## src/rtl/axi_burst_wr_master.sv

```systemverilog
// -----------------------------------------------------------------------------
// axi_burst_wr_master
//
// AXI4 write master. Accepts one command (start address, beat count) and a
// write-data stream, splits the command into INCR bursts capped at MAX_BEATS
// that never cross a 4 KB page, keeps up to MAX_OUTS bursts in flight and
// reports completion and B-channel errors.
//
// Ports
//   clk, rst                  clock, asynchronous active-high reset
//   cmd_valid/cmd_ready       command handshake (ready only in IDLE)
//   cmd_addr, cmd_beats       start byte address (beat aligned), total beats
//   wd_valid/wd_ready/wd_data write-data stream, passed through to W
//   aw*                       AXI AW channel (INCR, full-width, fixed ID)
//   w*                        AXI W channel (all strobes set)
//   b*                        AXI B channel (always ready)
//   busy                      command in progress
//   done                      one-cycle pulse at command completion
//   err                       sticky error, cleared by the next command accept
// -----------------------------------------------------------------------------
module axi_burst_wr_master #(
  parameter int ADDR_W    = 64,
  parameter int DATA_W    = 128,
  parameter int ID_W      = 4,
  parameter int AXI_ID    = 1,
  parameter int MAX_BEATS = 16,
  parameter int MAX_OUTS  = 8,
  parameter int CNT_W     = 16
) (
  input  logic                clk,
  input  logic                rst,
  input  logic                cmd_valid,
  output logic                cmd_ready,
  input  logic [ADDR_W-1:0]   cmd_addr,
  input  logic [CNT_W-1:0]    cmd_beats,
  input  logic                wd_valid,
  output logic                wd_ready,
  input  logic [DATA_W-1:0]   wd_data,
  output logic [ADDR_W-1:0]   awaddr,
  output logic [7:0]          awlen,
  output logic [2:0]          awsize,
  output logic [1:0]          awburst,
  output logic [ID_W-1:0]     awid,
  output logic                awvalid,
  input  logic                awready,
  output logic [DATA_W-1:0]   wdata,
  output logic [DATA_W/8-1:0] wstrb,
  output logic                wlast,
  output logic                wvalid,
  input  logic                wready,
  input  logic [ID_W-1:0]     bid,
  input  logic [1:0]          bresp,
  input  logic                bvalid,
  output logic                bready,
  output logic                busy,
  output logic                done,
  output logic                err
);

  localparam int BYTES      = DATA_W / 8;
  localparam int SZ         = $clog2(BYTES);
  localparam int PAGE_BEATS = 4096 / BYTES;
  localparam int LW         = (CNT_W > 13) ? CNT_W : 13;
  localparam int OUT_W      = $clog2(MAX_OUTS + 1);
  localparam int PTR_W      = (MAX_OUTS > 1) ? $clog2(MAX_OUTS) : 1;
  localparam logic [ID_W-1:0] ID_C = ID_W'(AXI_ID);

  typedef enum logic [1:0] {IDLE, ISSUE, DRAIN, DONE} state_t;

  state_t            state_q, state_d;
  logic [ADDR_W-1:0] addr_q;
  logic [CNT_W-1:0]  rem_q, rem_d, rem_next;
  logic              awvalid_q, awvalid_d;
  logic [OUT_W-1:0]  outs_q, outs_d;
  logic [OUT_W-1:0]  fifo_cnt_q, fifo_cnt_d;
  logic [PTR_W-1:0]  wr_ptr_q, rd_ptr_q;
  logic [8:0]        fifo_mem [MAX_OUTS];
  logic [8:0]        beat_q;
  logic              busy_q, done_q, err_q;

  logic [LW-1:0]     page_room, len_ext;
  logic              accept, aw_hs, w_active, w_hs, w_pop, b_dec, b_bad;

  function automatic logic [PTR_W-1:0] ptr_inc(input logic [PTR_W-1:0] p);
    return (p == PTR_W'(MAX_OUTS - 1)) ? '0 : p + PTR_W'(1);
  endfunction

  // ---------------------------------------------------------------------------
  // Burst sizing: min(remaining, MAX_BEATS, beats left in the 4 KB page).
  // Depends only on registered state, so awaddr/awlen stay put during a stall.
  // ---------------------------------------------------------------------------
  // NOTE: combinational blocks use blocking '=' so later lines see earlier
  // results; clocked blocks use '<=' so every register samples pre-edge values.
  always_comb begin
    page_room = LW'(PAGE_BEATS) - LW'(addr_q[11:SZ]);
    len_ext   = LW'(rem_q);
    if (len_ext > LW'(MAX_BEATS)) len_ext = LW'(MAX_BEATS);
    if (len_ext > page_room)      len_ext = page_room;
  end

  assign cmd_ready = (state_q == IDLE) & ~rst;
  assign accept    = cmd_valid & cmd_ready;
  assign aw_hs     = awvalid_q & awready;
  assign rem_d     = rem_q - CNT_W'(len_ext);
  assign rem_next  = aw_hs ? rem_d : rem_q;

  // W engine is active only while a burst length is queued, so W never
  // runs ahead of its AW.
  assign w_active  = (fifo_cnt_q != '0);
  assign w_hs      = wd_valid & wready & w_active;
  assign wlast     = w_active & (beat_q == fifo_mem[rd_ptr_q] - 9'd1);
  assign w_pop     = w_hs & wlast;

  // A B with nothing outstanding is flagged but must not underflow outs.
  assign b_dec     = bvalid & (outs_q != '0);
  assign b_bad     = bvalid & ((bresp != 2'b00) | (bid != ID_C) | (outs_q == '0));

  always_comb begin
    outs_d = outs_q;
    if (aw_hs && !b_dec)      outs_d = outs_q + OUT_W'(1);
    else if (!aw_hs && b_dec) outs_d = outs_q - OUT_W'(1);
  end

  always_comb begin
    fifo_cnt_d = fifo_cnt_q;
    if (aw_hs && !w_pop)      fifo_cnt_d = fifo_cnt_q + OUT_W'(1);
    else if (!aw_hs && w_pop) fifo_cnt_d = fifo_cnt_q - OUT_W'(1);
  end

  // ---------------------------------------------------------------------------
  // Control FSM
  // ---------------------------------------------------------------------------
  always_ff @(posedge clk or posedge rst) begin
    if (rst) state_q <= IDLE;
    else     state_q <= state_d;
  end

  // NOTE: every output of this block gets a default first, so no path leaves
  // a variable unassigned and no latch is inferred.
  always_comb begin
    state_d   = state_q;
    awvalid_d = awvalid_q & ~awready;
    unique case (state_q)
      IDLE: begin
        if (accept) begin
          state_d   = (cmd_beats != '0) ? ISSUE : DONE;
          awvalid_d = (cmd_beats != '0);
        end
      end
      ISSUE: begin
        if (aw_hs && rem_d == '0) state_d = DRAIN;
        // Only re-decide awvalid when it is low or just handshook; an asserted
        // awvalid is never withdrawn. Throttle on post-edge counts.
        if (!awvalid_q || awready)
          awvalid_d = (rem_next != '0) &&
                      (outs_d < OUT_W'(MAX_OUTS)) &&
                      (fifo_cnt_d < OUT_W'(MAX_OUTS));
      end
      DRAIN: begin
        if (fifo_cnt_q == '0 && outs_q == '0) state_d = DONE;
      end
      DONE: begin
        state_d = IDLE;
      end
      default: state_d = IDLE;
    endcase
  end

  // ---------------------------------------------------------------------------
  // Datapath and counters
  // ---------------------------------------------------------------------------
  always_ff @(posedge clk or posedge rst) begin
    if (rst) begin
      awvalid_q  <= 1'b0;
      addr_q     <= '0;
      rem_q      <= '0;
      outs_q     <= '0;
      fifo_cnt_q <= '0;
      wr_ptr_q   <= '0;
      rd_ptr_q   <= '0;
      beat_q     <= '0;
      busy_q     <= 1'b0;
      done_q     <= 1'b0;
      err_q      <= 1'b0;
    end else begin
      awvalid_q  <= awvalid_d;
      outs_q     <= outs_d;
      fifo_cnt_q <= fifo_cnt_d;
      done_q     <= (state_q == DONE);

      if (accept) begin
        addr_q <= cmd_addr & ~ADDR_W'(BYTES - 1);
        rem_q  <= cmd_beats;
        busy_q <= 1'b1;
      end else if (aw_hs) begin
        addr_q <= addr_q + (ADDR_W'(len_ext) << SZ);
        rem_q  <= rem_d;
      end
      if (state_q == DONE) busy_q <= 1'b0;

      if (aw_hs) wr_ptr_q <= ptr_inc(wr_ptr_q);
      if (w_pop) rd_ptr_q <= ptr_inc(rd_ptr_q);
      if (w_hs)  beat_q   <= w_pop ? '0 : beat_q + 9'd1;

      if (accept) err_q <= 1'b0;
      if (b_bad)  err_q <= 1'b1;
    end
  end

  // NOTE: the length storage has no reset; fifo_cnt_q gates every read, so
  // stale entries are never observed.
  always_ff @(posedge clk) begin
    if (aw_hs) fifo_mem[wr_ptr_q] <= 9'(len_ext);
  end

  // ---------------------------------------------------------------------------
  // Outputs
  // ---------------------------------------------------------------------------
  assign awaddr   = addr_q;
  assign awlen    = 8'(len_ext - LW'(1));
  assign awsize   = 3'(SZ);
  assign awburst  = 2'b01;
  assign awid     = ID_C;
  assign awvalid  = awvalid_q;
  assign wdata    = wd_data;
  assign wstrb    = '1;
  assign wvalid   = wd_valid & w_active;
  assign wd_ready = wready & w_active;
  assign bready   = 1'b1;
  assign busy     = busy_q;
  assign done     = done_q;
  assign err      = err_q;

endmodule
```

## config.mk

```make
export PLATFORM = sky130hd
export DESIGN_NAME = axi_burst_wr_master
export DESIGN_NICKNAME = d
export VERILOG_FILES = /design/src/rtl/axi_burst_wr_master.sv
export SDC_FILE = /design/constraint.sdc
export NUM_CORES = 1
export LEC_CHECK = 0
export BUFFER_PORTS_ARGS = -buffer_cell sky130_fd_sc_hd__buf_2
export CAP_MARGIN = 20
export CORE_AREA = 5 5 175 177
export CTS_CLUSTER_DIAMETER = 100
export DETAILED_ROUTE_END_ITERATION = 10
export DIE_AREA = 0 0 180 182
export PLACE_DENSITY = 0.73
export SYNTH_ARGS = -nofsm -noshare
export SYNTH_HDL_FRONTEND = slang
export SYNTH_SLANG_ARGS = --single-unit
```

## constraint.sdc

```tcl
create_clock -name clk -period 7.56 [get_ports clk]
set_input_delay 1.134 -clock clk [delete_from_list [all_inputs] [get_ports clk]]
set_output_delay 1.134 -clock clk [all_outputs]
set_load 0.005 [all_outputs]
```

# Word level (Yosys, flattened, before mapping)
# Memory sizes are Yosys's and may differ from the RTL's.
# Index checks and enable logic that the tools add are counted.
[op_classes]
bitwise = 16
n_lt_le_gt_ge = 4
eq_ne = 10
add_sub_neg = 12
reduce_logical = 26
mux = 27
[ops]
columns = ["op", "n"]
rows = [
  ["$mux 64", 2],
  ["$add 64x20->64", 1],
  ["$mux 16", 4],
  ["$reduce_bool 16->1", 2],
  ["$gt 16x16->1", 1],
  ["$gt 16x5->1 const B", 1],
  ["$logic_not 16->1", 1],
  ["$mux 4", 4],
  ["$sub 16x16->16", 1],
  ["$and 1x1->1", 12],
  ["$sub 9x8->10 const A", 1],
  ["$add 9x1->9 const B", 1],
  ["$eq 9x9->1", 1],
  ["$mux 9", 1],
  ["$sub 9x1->9 const B", 1],
  ["$add 4x1->4 const B", 2],
  ["$logic_and 1x1->1", 8],
  ["$logic_not 4->1", 2],
  ["$lt 4x4->1 const B", 2],
  ["$mux 1", 8],
  ["$mux 2", 4],
  ["$pmux 2 s4", 1],
  ["$reduce_bool 2->1", 4],
  ["$reduce_bool 4->1", 2],
  ["other kinds (16)", 28],
]
[word_totals]
word_cells = 108
ram_bits = 72
mem_count = 1
out_inout_bits = 234
ff_bits = 109
inputBits = 221
[mem_list]
columns = ["name", "depth", "width", "rd", "rd_ports_with_merged_regs", "wr", "line_no", "rtl"]
rows = [
  ["fifo_mem", 8, 9, 1, 0, 1, "77", "logic [8:0] fifo_mem [MAX_OUTS];"],
]

# Logic depth before layout (Yosys ltp)
# Gate-level depths: netlist of run 1.
# An unclocked memory read counts as a cell.
[logic_depth]
ltp_word = 12
depth_mapped = 28
mapped_depth_nobuf = 27

# Worst setup path before layout of run 1
# Ideal clock, no wire load.
[synth_path]
kind = "reg2reg"
startpoint = "register addr_q[7] (netlist: awaddr[7])"
endpoint = "register state_q[0]"
period_less_slack_ns = 5.811
required_ns = 7.481
setup_time_ns = 0.079
n_path_buf = 1
stages_incl_launch_ff = 24
t_arrival_ns = 5.732
path_slack_ns = 1.749
path_cell_list = "dfrtp_1 or3_1 o21ai_0 nand2_1 ha_1 a21oi_2 o21ai_2 o311a_1 nand2_1 clkbuf_1 nor2_1 a21oi_1 ha_1 o21ai_0 nand2b_1 or3_1 a2111oi_0 a221oi_1 and2_1 a21o_1 or4_1 and4_1 a41oi_2 mux2i_1"
[synth_via]
elab_chain_len = 8
[synth_lines]
columns = ["item", "line_no", "rtl"]
rows = [
  ["from (decl)", "71", "logic [ADDR_W-1:0] addr_q;"],
  ["from (signal assigned)", "192", "addr_q <= cmd_addr & ~ADDR_W'(BYTES - 1);"],
  ["from (signal assigned)", "196", "addr_q <= addr_q + (ADDR_W'(len_ext) << SZ);"],
  ["$sub 9x8->10 (*)", "95", "page_room = LW'(PAGE_BEATS) - LW'(addr_q[11:SZ]);"],
  ["$gt 16x16->1", "98", "if (len_ext > page_room) len_ext = page_room;"],
  ["$mux 16 (*)", "98", ""],
  ["$sub 16x16->16 (*)", "104", "assign rem_d = rem_q - CNT_W'(len_ext);"],
  ["$logic_not 16->1 (*)", "151", "if (aw_hs && rem_d == '0) state_d = DRAIN;"],
  ["$logic_and 1x1->1 (*)", "151", ""],
  ["$ne 2x2->1 (no line) (*)", "--", ""],
  ["$reduce_and 3->1 (no line) (*)", "--", ""],
  ["to (signal assigned)", "135", "else state_q <= state_d;"],
  ["to (decl)", "70", "state_t state_q, state_d;"],
]
# Every way passes the cells marked *; elsewhere a longest branch is shown, timed or not.
# A chain may end at the register's enable or synchronous reset.

# Final worst setup path of run 1
[layout_path]
startpoint = "register rem_q[6]"
endpoint = "register state_q[0]"
[layout_via]
elab_chain_len = 9
[layout_lines]
columns = ["item", "line_no", "rtl"]
rows = [
  ["from (decl)", "72", "logic [CNT_W-1:0] rem_q, rem_d, rem_next;"],
  ["from (signal assigned)", "193", "rem_q <= cmd_beats;"],
  ["from (signal assigned)", "197", "rem_q <= rem_d;"],
  ["$gt 16x5->1", "97", "if (len_ext > LW'(MAX_BEATS)) len_ext = LW'(MAX_BEATS);"],
  ["$mux 16", "97", ""],
  ["$gt 16x16->1", "98", ""],
  ["$mux 16", "98", ""],
  ["$sub 16x16->16 (*)", "104", ""],
  ["$logic_not 16->1 (*)", "151", ""],
  ["$logic_and 1x1->1 (*)", "151", ""],
  ["$ne 2x2->1 (no line) (*)", "--", ""],
  ["$reduce_and 3->1 (no line) (*)", "--", ""],
]
# Marks and branches as above.

==> results of run 1 <==
==> stage by stage <==
stage          hold slack, ps  worst slack (ps)  instances   util
4_1_cts                   489               870       1828  0.470
3_3_place_gp              463              1080       1796  0.450
5_1_grt                   521               278       1831  0.470
2_1_floorplan             446              1750       1438      -
3_5_place_dp              477               910       1796  0.450
6_report                  488               755       1831  0.470
==> synthesized netlist by cell type (all sizes together) (8+ instances only) <==
cell type and n:
nor2b 12, a21o 12, nand3 48, nand2b 10, nor2 123, nor4 11
xor2 39, nand2 133, o211ai 19, mux2i 24, xnor2 39, o2111ai 14
ha 58, mux2 10, buf 172, o31ai 15, a31oi 25, mux4 18
nand4 14, or3 11, edfxtp 72, inv 46, o21a 8, a211oi 9
and2 16, or4 11, nor3 30, a2111oi 8, dfrtp 105, clkbuf 39
and3 25, a21oi 69, o21ai 74
==> per-layer routing <==
metal / GRT usage / up-vias / share of wire
met5: 0 / - / 0.00056
met3: 0.0591 / 75 / 0.074
li1: - / 4917 / -
met4: 0.0646 / 4 / 0.023
met2: 0.335 / 402 / 0.49
met1: 0.245 / 5094 / 0.42
==> worst max-delay path by stage <==
stage	from	endpoint
global placement	rem_q[6]$_DFF_PP0_	state_q[1]$_DFFE_PP0P_
global route	rem_q[8]$_DFF_PP0_	state_q[1]$_DFFE_PP0P_
finish	rem_q[6]$_DFF_PP0_	state_q[0]$_DFFE_PP0P_
detailed placement	rem_q[6]$_DFF_PP0_	state_q[0]$_DFFE_PP0P_
floorplan	awaddr[7]$_DFFE_PP0N_	state_q[0]$_DFFE_PP0P_
CTS	rem_q[6]$_DFF_PP0_	state_q[0]$_DFFE_PP0P_
==> area by class of cell <==
cell class | count | area share
multi-input combinational | 1003 | 0.490
sequential | 177 | 0.350
timing repair buffer | 179 | 0.0683
tap | 390 | 0.0357
clock buffer | 19 | 0.0317
inverter | 47 | 0.0135
clock inverter | 13 | 0.00952
antenna | 3 | 0.000549
==> sequential cells by signal (all words and copies together), names as in the netlist <==
register,cells
state_q,2
done,1
wr_ptr_q,3
awaddr,60
outs_q,4
busy,1
err,1
beat_q,9
fifo_cnt_q,4
rem_q,16
fifo_mem,72
awvalid,1
rd_ptr_q,3
==> logic make-up after synthesis <==
family,after synthesis
simple gates,467
compound gates,298
buf+inv,258
flops,177
xor+xnor,78
fa+ha+maj,61
mux,52
other cells,2
==> power by group through the flow <==
stage / Clock, uW / Combinational (uW) / Sequential [uW]
finish: 860 / 3130 / 1690
global route: 918 / 3470 / 1740
CTS: 872 / 3110 / 1690
detailed placement: 0 / 3090 / 1700
global placement: 0 / 3020 / 1690
floorplan: 0 / 2290 / 1600
==> run summary, run 1 <==
Max_cap viols - 0
Die width - 180 um
Final hold vios - 0
TritonCTS clock tree - built
IO Port Bufs - 164
ANT nets after route - 0
Internal power - 3060 uW
Sequential share of power - 0.298
Crit path kind - reg -> reg
Fraction of registers with async set/reset - 0.593
Cell family with most CP delay - simple AND/OR/NAND/NOR gates
Slowest CP cell - a311oi_1
Most common cell after layout, fill and taps aside - buf_2
DRC Markers - 0
Main combinational cell family by area after synthesis - simple AND/OR/NAND/NOR gates
Pwr per Cell Area - 416 mW/mm2
Worst path depth - 23
Final setup TNS - 0 ps
Status - completed
Final-stage net count - 1704
Top FF cell, synth - dfrtp_1
Clock Latency Late Sink - 440 ps
Syn avg cell area - 9.25 um2
Area taken by flip-flops and latches - 0.00479 mm2
Compound-Gate Fraction of Synth Area - 0.155
Avg WL per Cell - 18.4 um
Num rows - 63
Clk_skew - 12.5 ps
Area share of fa/ha/maj cells after synthesis - 0.0588
First-pass iteration count of the detailed router - 5
Largest area contributor in the netlist - dfrtp_1
R2R Path End - state_q[0]$_DFFE_PP0P_
CTS Root Cell - clkbuf_16
P_leak - 0.00563 uW
H-tree levels - 4
CTS Buf Count - 17
Commonest non-fill, non-tap cells in the layout - buf_2, nand2_1, nor2_1, dfrtp_1, edfxtp_1
Die height - 182 um
Post-DP HPWL - 25100 um
Post-Synth XOR/XNOR Area - 0.0530
R2R Setup Slk - 750 ps
Initial DRC Count - 653
Clk sink count - 177
Min Tclk post-route - 6810 ps
Setup crit end kind - register
CTS resizes - 0
Slew Limit Fails - 0
Mux cell area share after synthesis - 0.0609
Gr ovfl total - 0
Worst-case reg-to-reg path depth - 23
Setup Buffers After CTS - 0
VDD IR max - 0.000283 V
Ys Warns - 0
Startpoint types - register
Slew Limit Headroom - 0.0625
Distinct cell type count after synthesis - 91
IO Count - 455
Hold EP - beat_q[4]$_DFFE_PP0P_
Total number of vias - 10500
Post-synth EDFFs - 72
Post-synthesis instance area - 0.0129 mm2
Max Fclk - 147 MHz
Post-Syn Instances - 1393
Multi-input logic area - 0.00670 mm2
Final setup vio count - 0
Worst-path clk slew - 70 ps
Clk pwr share - 0.151
Tot Pwr - 5680 uW
RSZ-0062 raised after global routing - false
Starting Density - 0.443
Fin crit share - 0.900
Die area - 0.0328 mm2
Routability cong. - 0.923
Hold path start - beat_q[4]$_DFFE_PP0P_
# hold bufs at CTS - 0
Combinational Power Share - 0.551
Buffer levels on the longest clock path - 2
Post-Place Cell Area - 0.0131 mm2
WP buf/inv - 1
CP max FO - 11
Top cell type's share of synthesized area - 0.204
Vias in the first global route - 10200
Avg Vias per Cell - 5.73
Post-synthesis simple-gate area fraction - 0.177
Slowest stage delay, CP - 640 ps
Synth top area cells - dfrtp_1, edfxtp_1, buf_4
Worst hold path depth - 1
Largest net degree at the start of global routing - 89
Layout cells sized above 1 - 0.191
Design area - 0.0137 mm2
Filler cells - 2771
Total track usage - 0.198
Sw frac - 0.463
Antenna violations before repair - 5
Hold/Removal Path Class - reg -> reg
Arr. time, crit path - 7110 ps
Yosys reg bits - 177
Total core area - 0.0291 mm2
Worst Max-Slew Pin Slew - 1400 ps
Cells along the critical path - nor4_1 > nand3_1 > nor2_1 > inv_1 > nor2_1 > ha_1 > nor2b_1 > o31ai_1 > nand2_1 > nand2_1 > o21ai_0 > ha_1 > o21ai_0 > nand2b_1 > or3_1 > a2111oi_0 > a221oi_1 > and2_1 > a21o_1 > a311oi_1 > and4bb_1 > a41oi_2 > mux2i_1
Total Wirelength - 33700 um
First-pass GRT wire length - 53300 um
Switching pwr - 2630 uW
Syn-to-layout area delta - 6.04%
Seq/Total Area, Yosys - 0.372
Required @ worst endpoint - 7870 ps
Reg2reg start - rem_q[6]$_DFF_PP0_
Power figures use the tool's default switching activity.
==> inputs of run 2 (changes only) <==
==> constraint.sdc (replaced) <==
create_clock -name clk -period 6.9 [get_ports clk]
set_input_delay 1.035 -clock clk [delete_from_list [all_inputs] [get_ports clk]]
set_output_delay 1.035 -clock clk [all_outputs]
set_load 0.005 [all_outputs]
==> run 2 against run 1 <==
Net effect:
- the flow now finishes with violations (max-slew violations)
- sequential share of layout area fell by 0.28 points
- wire length increased by 2.6%
- worst setup slack lost 200 ps
- die area unchanged
- hold slack got worse by 4.3 ps
- via count grew 0.16%
==> run summary, run 2 (same netlist as run 1, synthesis figures left out) <==
Final-stage net count - 1714 (was 1704)
Arr. time, crit path - 6700 ps (was 7110 ps)
Clk_skew - 15.0 ps (was 12.5 ps)
Setup crit end kind - register (unchanged)
Buffer levels on the longest clock path - 2 (unchanged)
Status - complete, but fails checks (was completed)
Met1 Usage GRT - 0.252 (was 0.245)
Commonest non-fill, non-tap cells in the layout - buf_2, nand2_1, nor2_1, dfrtp_1, edfxtp_1 (unchanged)
Reg2reg start - rem_q[5]$_DFF_PP0_ (was rem_q[6]$_DFF_PP0_)
Max Fclk - 158 MHz (was 147 MHz)
Gr ovfl total - 0 (unchanged)
Avg WL per Cell - 18.8 um (was 18.4 um)
Layout cells sized above 1 - 0.196 (was 0.191)
Min Tclk post-route - 6350 ps (was 6810 ps)
Crit path launch - rem_q[5]$_DFF_PP0_ (was rem_q[6]$_DFF_PP0_)
Die width - 180 um (unchanged)
Die area - 0.0328 mm2 (unchanged)
IO Count - 455 (unchanged)
Critical path endpoint - state_q[1]$_DFFE_PP0P_ (was state_q[0]$_DFFE_PP0P_)
Worst Max-Slew Pin Slew - 1510 ps (was 1400 ps)
GR Util met3 - 0.0603 (was 0.0591)
CP max FO - 11 (unchanged)
RSZ-0062 raised after global routing - false (unchanged)
H-tree levels - 4 (unchanged)
Max reg flops - 72 (unchanged)
Setup WS pre-CTS - 399 ps (was 910 ps)
Max_cap viols - 0 (unchanged)
Fin crit share - 0.920 (was 0.900)
R2R Path End - state_q[1]$_DFFE_PP0P_ (was state_q[0]$_DFFE_PP0P_)
Starting Density - 0.443 (unchanged)
Global route hottest layer - met2 (unchanged)
Vias in the first global route - 10400 (was 10200)
First-pass GRT wire length - 54800 um (was 53300 um)
CTS resizes - 0 (unchanged)
IO Port Bufs - 164 (unchanged)
VDD IR max - 0.000327 V (was 0.000283 V)
Total number of vias - 10500 (about the same)
Avg Vias per Cell - 5.71 (was 5.73)
Crit path kind - reg -> reg (unchanged)
Startpoint types - register (unchanged)
Pwr per Cell Area - 460 mW/mm2 (was 416 mW/mm2)
TritonCTS clock tree - built (unchanged)
CTS Root Cell - clkbuf_16 (unchanged)
Clock Latency Late Sink - 440 ps (about the same)
Violated checks - max-slew violations
Worst-case reg-to-reg path depth - 24 (was 23)
Syn-to-layout area delta - 6.90% (was 6.04%)
Setup Buffers After CTS - 0 (unchanged)
First-pass iteration count of the detailed router - 5 (unchanged)
Total core area - 0.0291 mm2 (unchanged)
Final setup vio count - 0 (unchanged)
Clk sink count - 177 (unchanged)
Antenna violations before repair - 2 (was 5)
Final hold vios - 0 (unchanged)
Final setup TNS - 0 ps (unchanged)
ANT nets after route - 0 (unchanged)
Slowest CP cell - dfrtp_1 (was a311oi_1)
Worst-path clk slew - 70 ps (about the same)
Final WS setup - 552 ps (was 755 ps)
Slowest stage delay, CP - 480 ps (was 640 ps)
Cells along the critical path - nor4_1 > nand3_1 > nor2_1 > inv_1 > nor2_1 > ha_1 > nor2b_1 > o31ai_2 > nand2_1 > nand2_2 > nand2_1 > o21ai_0 > ha_1 > o21ai_0 > nand2b_1 > or3_1 > a2111oi_0 > a221oi_1 > and2_1 > a21o_1 > or4_1 > and4_1 > a41oi_2 > mux2i_1 (was nor4_1 > nand3_1 > nor2_1 > inv_1 > nor2_1 > ha_1 > nor2b_1 > o31ai_1 > nand2_1 > nand2_1 > o21ai_0 > ha_1 > o21ai_0 > nand2b_1 > or3_1 > a2111oi_0 > a221oi_1 > and2_1 > a21o_1 > a311oi_1 > and4bb_1 > a41oi_2 > mux2i_1)
Slew Limit Fails - 20 (was 0)
Worst hold slack - 484 ps (was 488 ps)
Routability cong. - 0.931 (was 0.923)
Required @ worst endpoint - 7260 ps (was 7870 ps)
Met2 Use GR - 0.351 (was 0.335)
# hold bufs at CTS - 0 (unchanged)
Post-DP HPWL - 25700 um (was 25100 um)
CTS Buf Count - 17 (unchanged)
DRC Markers - 0 (unchanged)
R2R Setup Slk - 550 ps (was 750 ps)
Total Wirelength - 34600 um (was 33700 um)
Hold/Removal Path Class - reg -> reg (unchanged)
Largest net degree at the start of global routing - 89 (unchanged)
Die height - 182 um (unchanged)
Total track usage - 0.205 (was 0.198)
Largest Register - fifo_mem (unchanged)
Most common cell after layout, fill and taps aside - buf_2 (unchanged)
Initial DRC Count - 590 (was 653)
Slew Limit Headroom - -0.00802 (was 0.0625)
P_leak - 0.00568 uW (was 0.00563 uW)
Final core utilization - 0.474 (was 0.470)
Num rows - 63 (unchanged)
## run 2: cell types whose count changed in the layout (fill, tap and decap cells not counted), moves of 2 or more
| cell | before | now |
|---|---|---|
| buf_4 | 15 | 25 |
| bufinv_16 | 1 | 3 |
| clkbuf_1 | 2 | 4 |
| clkinv_1 | 0 | 2 |
| clkinv_4 | 4 | 1 |
| inv_6 | 4 | 1 |
| nor3_1 | 28 | 26 |
| nor3_2 | 1 | 3 |
## run 2: layout make-up
class | instances | area, um2
Clock buffer | 21 | 440
Sequential cell | 177 | 4790
Clock inverter | 11 | 141
Multi-Input combinational cell | 1003 | 6720
Antenna cell | 3 | 7.51
Timing Repair Buffer | 189 | 1010
Tap cell | 390 | 488
Fill cell | 2767 | 15300
Inverter | 47 | 184
## run 2: per-stage QoR
stage          instances  instance area, um2  power, uW
6_report            1841               13800       6340
5_1_grt             1840               13800       6840
3_5_place_dp        1806               13200       5310
3_3_place_gp        1806               13200       5240
4_1_cts             1838               13800       6310
2_1_floorplan       1438               13100       4270
## run 2: worst max-delay path, delay by kind of cell (launching register included)
family                   cells  cell delay (ps)
flip-flops                   1              480
AO/OA/AOI/OAI                7             1790
multiplexers                 1              230
adder cells (fa/ha/maj)      2              690
AND/OR/NAND/NOR             13             2980
buffers and inverters        1              120
## run 2: worst min path at each step
stage	depth (start not counted)	end	from	slack (ps)
floorplan	1	beat_q[4]$_DFFE_PP0P_	beat_q[4]$_DFFE_PP0P_	450
global placement	1	beat_q[4]$_DFFE_PP0P_	beat_q[4]$_DFFE_PP0P_	460
detailed placement	1	beat_q[4]$_DFFE_PP0P_	beat_q[4]$_DFFE_PP0P_	470
finish	1	beat_q[4]$_DFFE_PP0P_	beat_q[4]$_DFFE_PP0P_	480
global route	1	beat_q[4]$_DFFE_PP0P_	beat_q[4]$_DFFE_PP0P_	510
CTS	1	beat_q[4]$_DFFE_PP0P_	beat_q[4]$_DFFE_PP0P_	480
## run 2: report_power, final
group	total [uW]	leakage (uW)	internal, uW	switching (uW)
clock network	988	0.000269	568	420
logic	3500	0.00351	1410	2100
registers	1850	0.00190	1480	371
## run 2: per-layer routing
layer / share of wire / wire [um]
met5: 0 / 0
met4: 0.024 / 844
met3: 0.083 / 2860
met2: 0.49 / 16800
met1: 0.41 / 14100
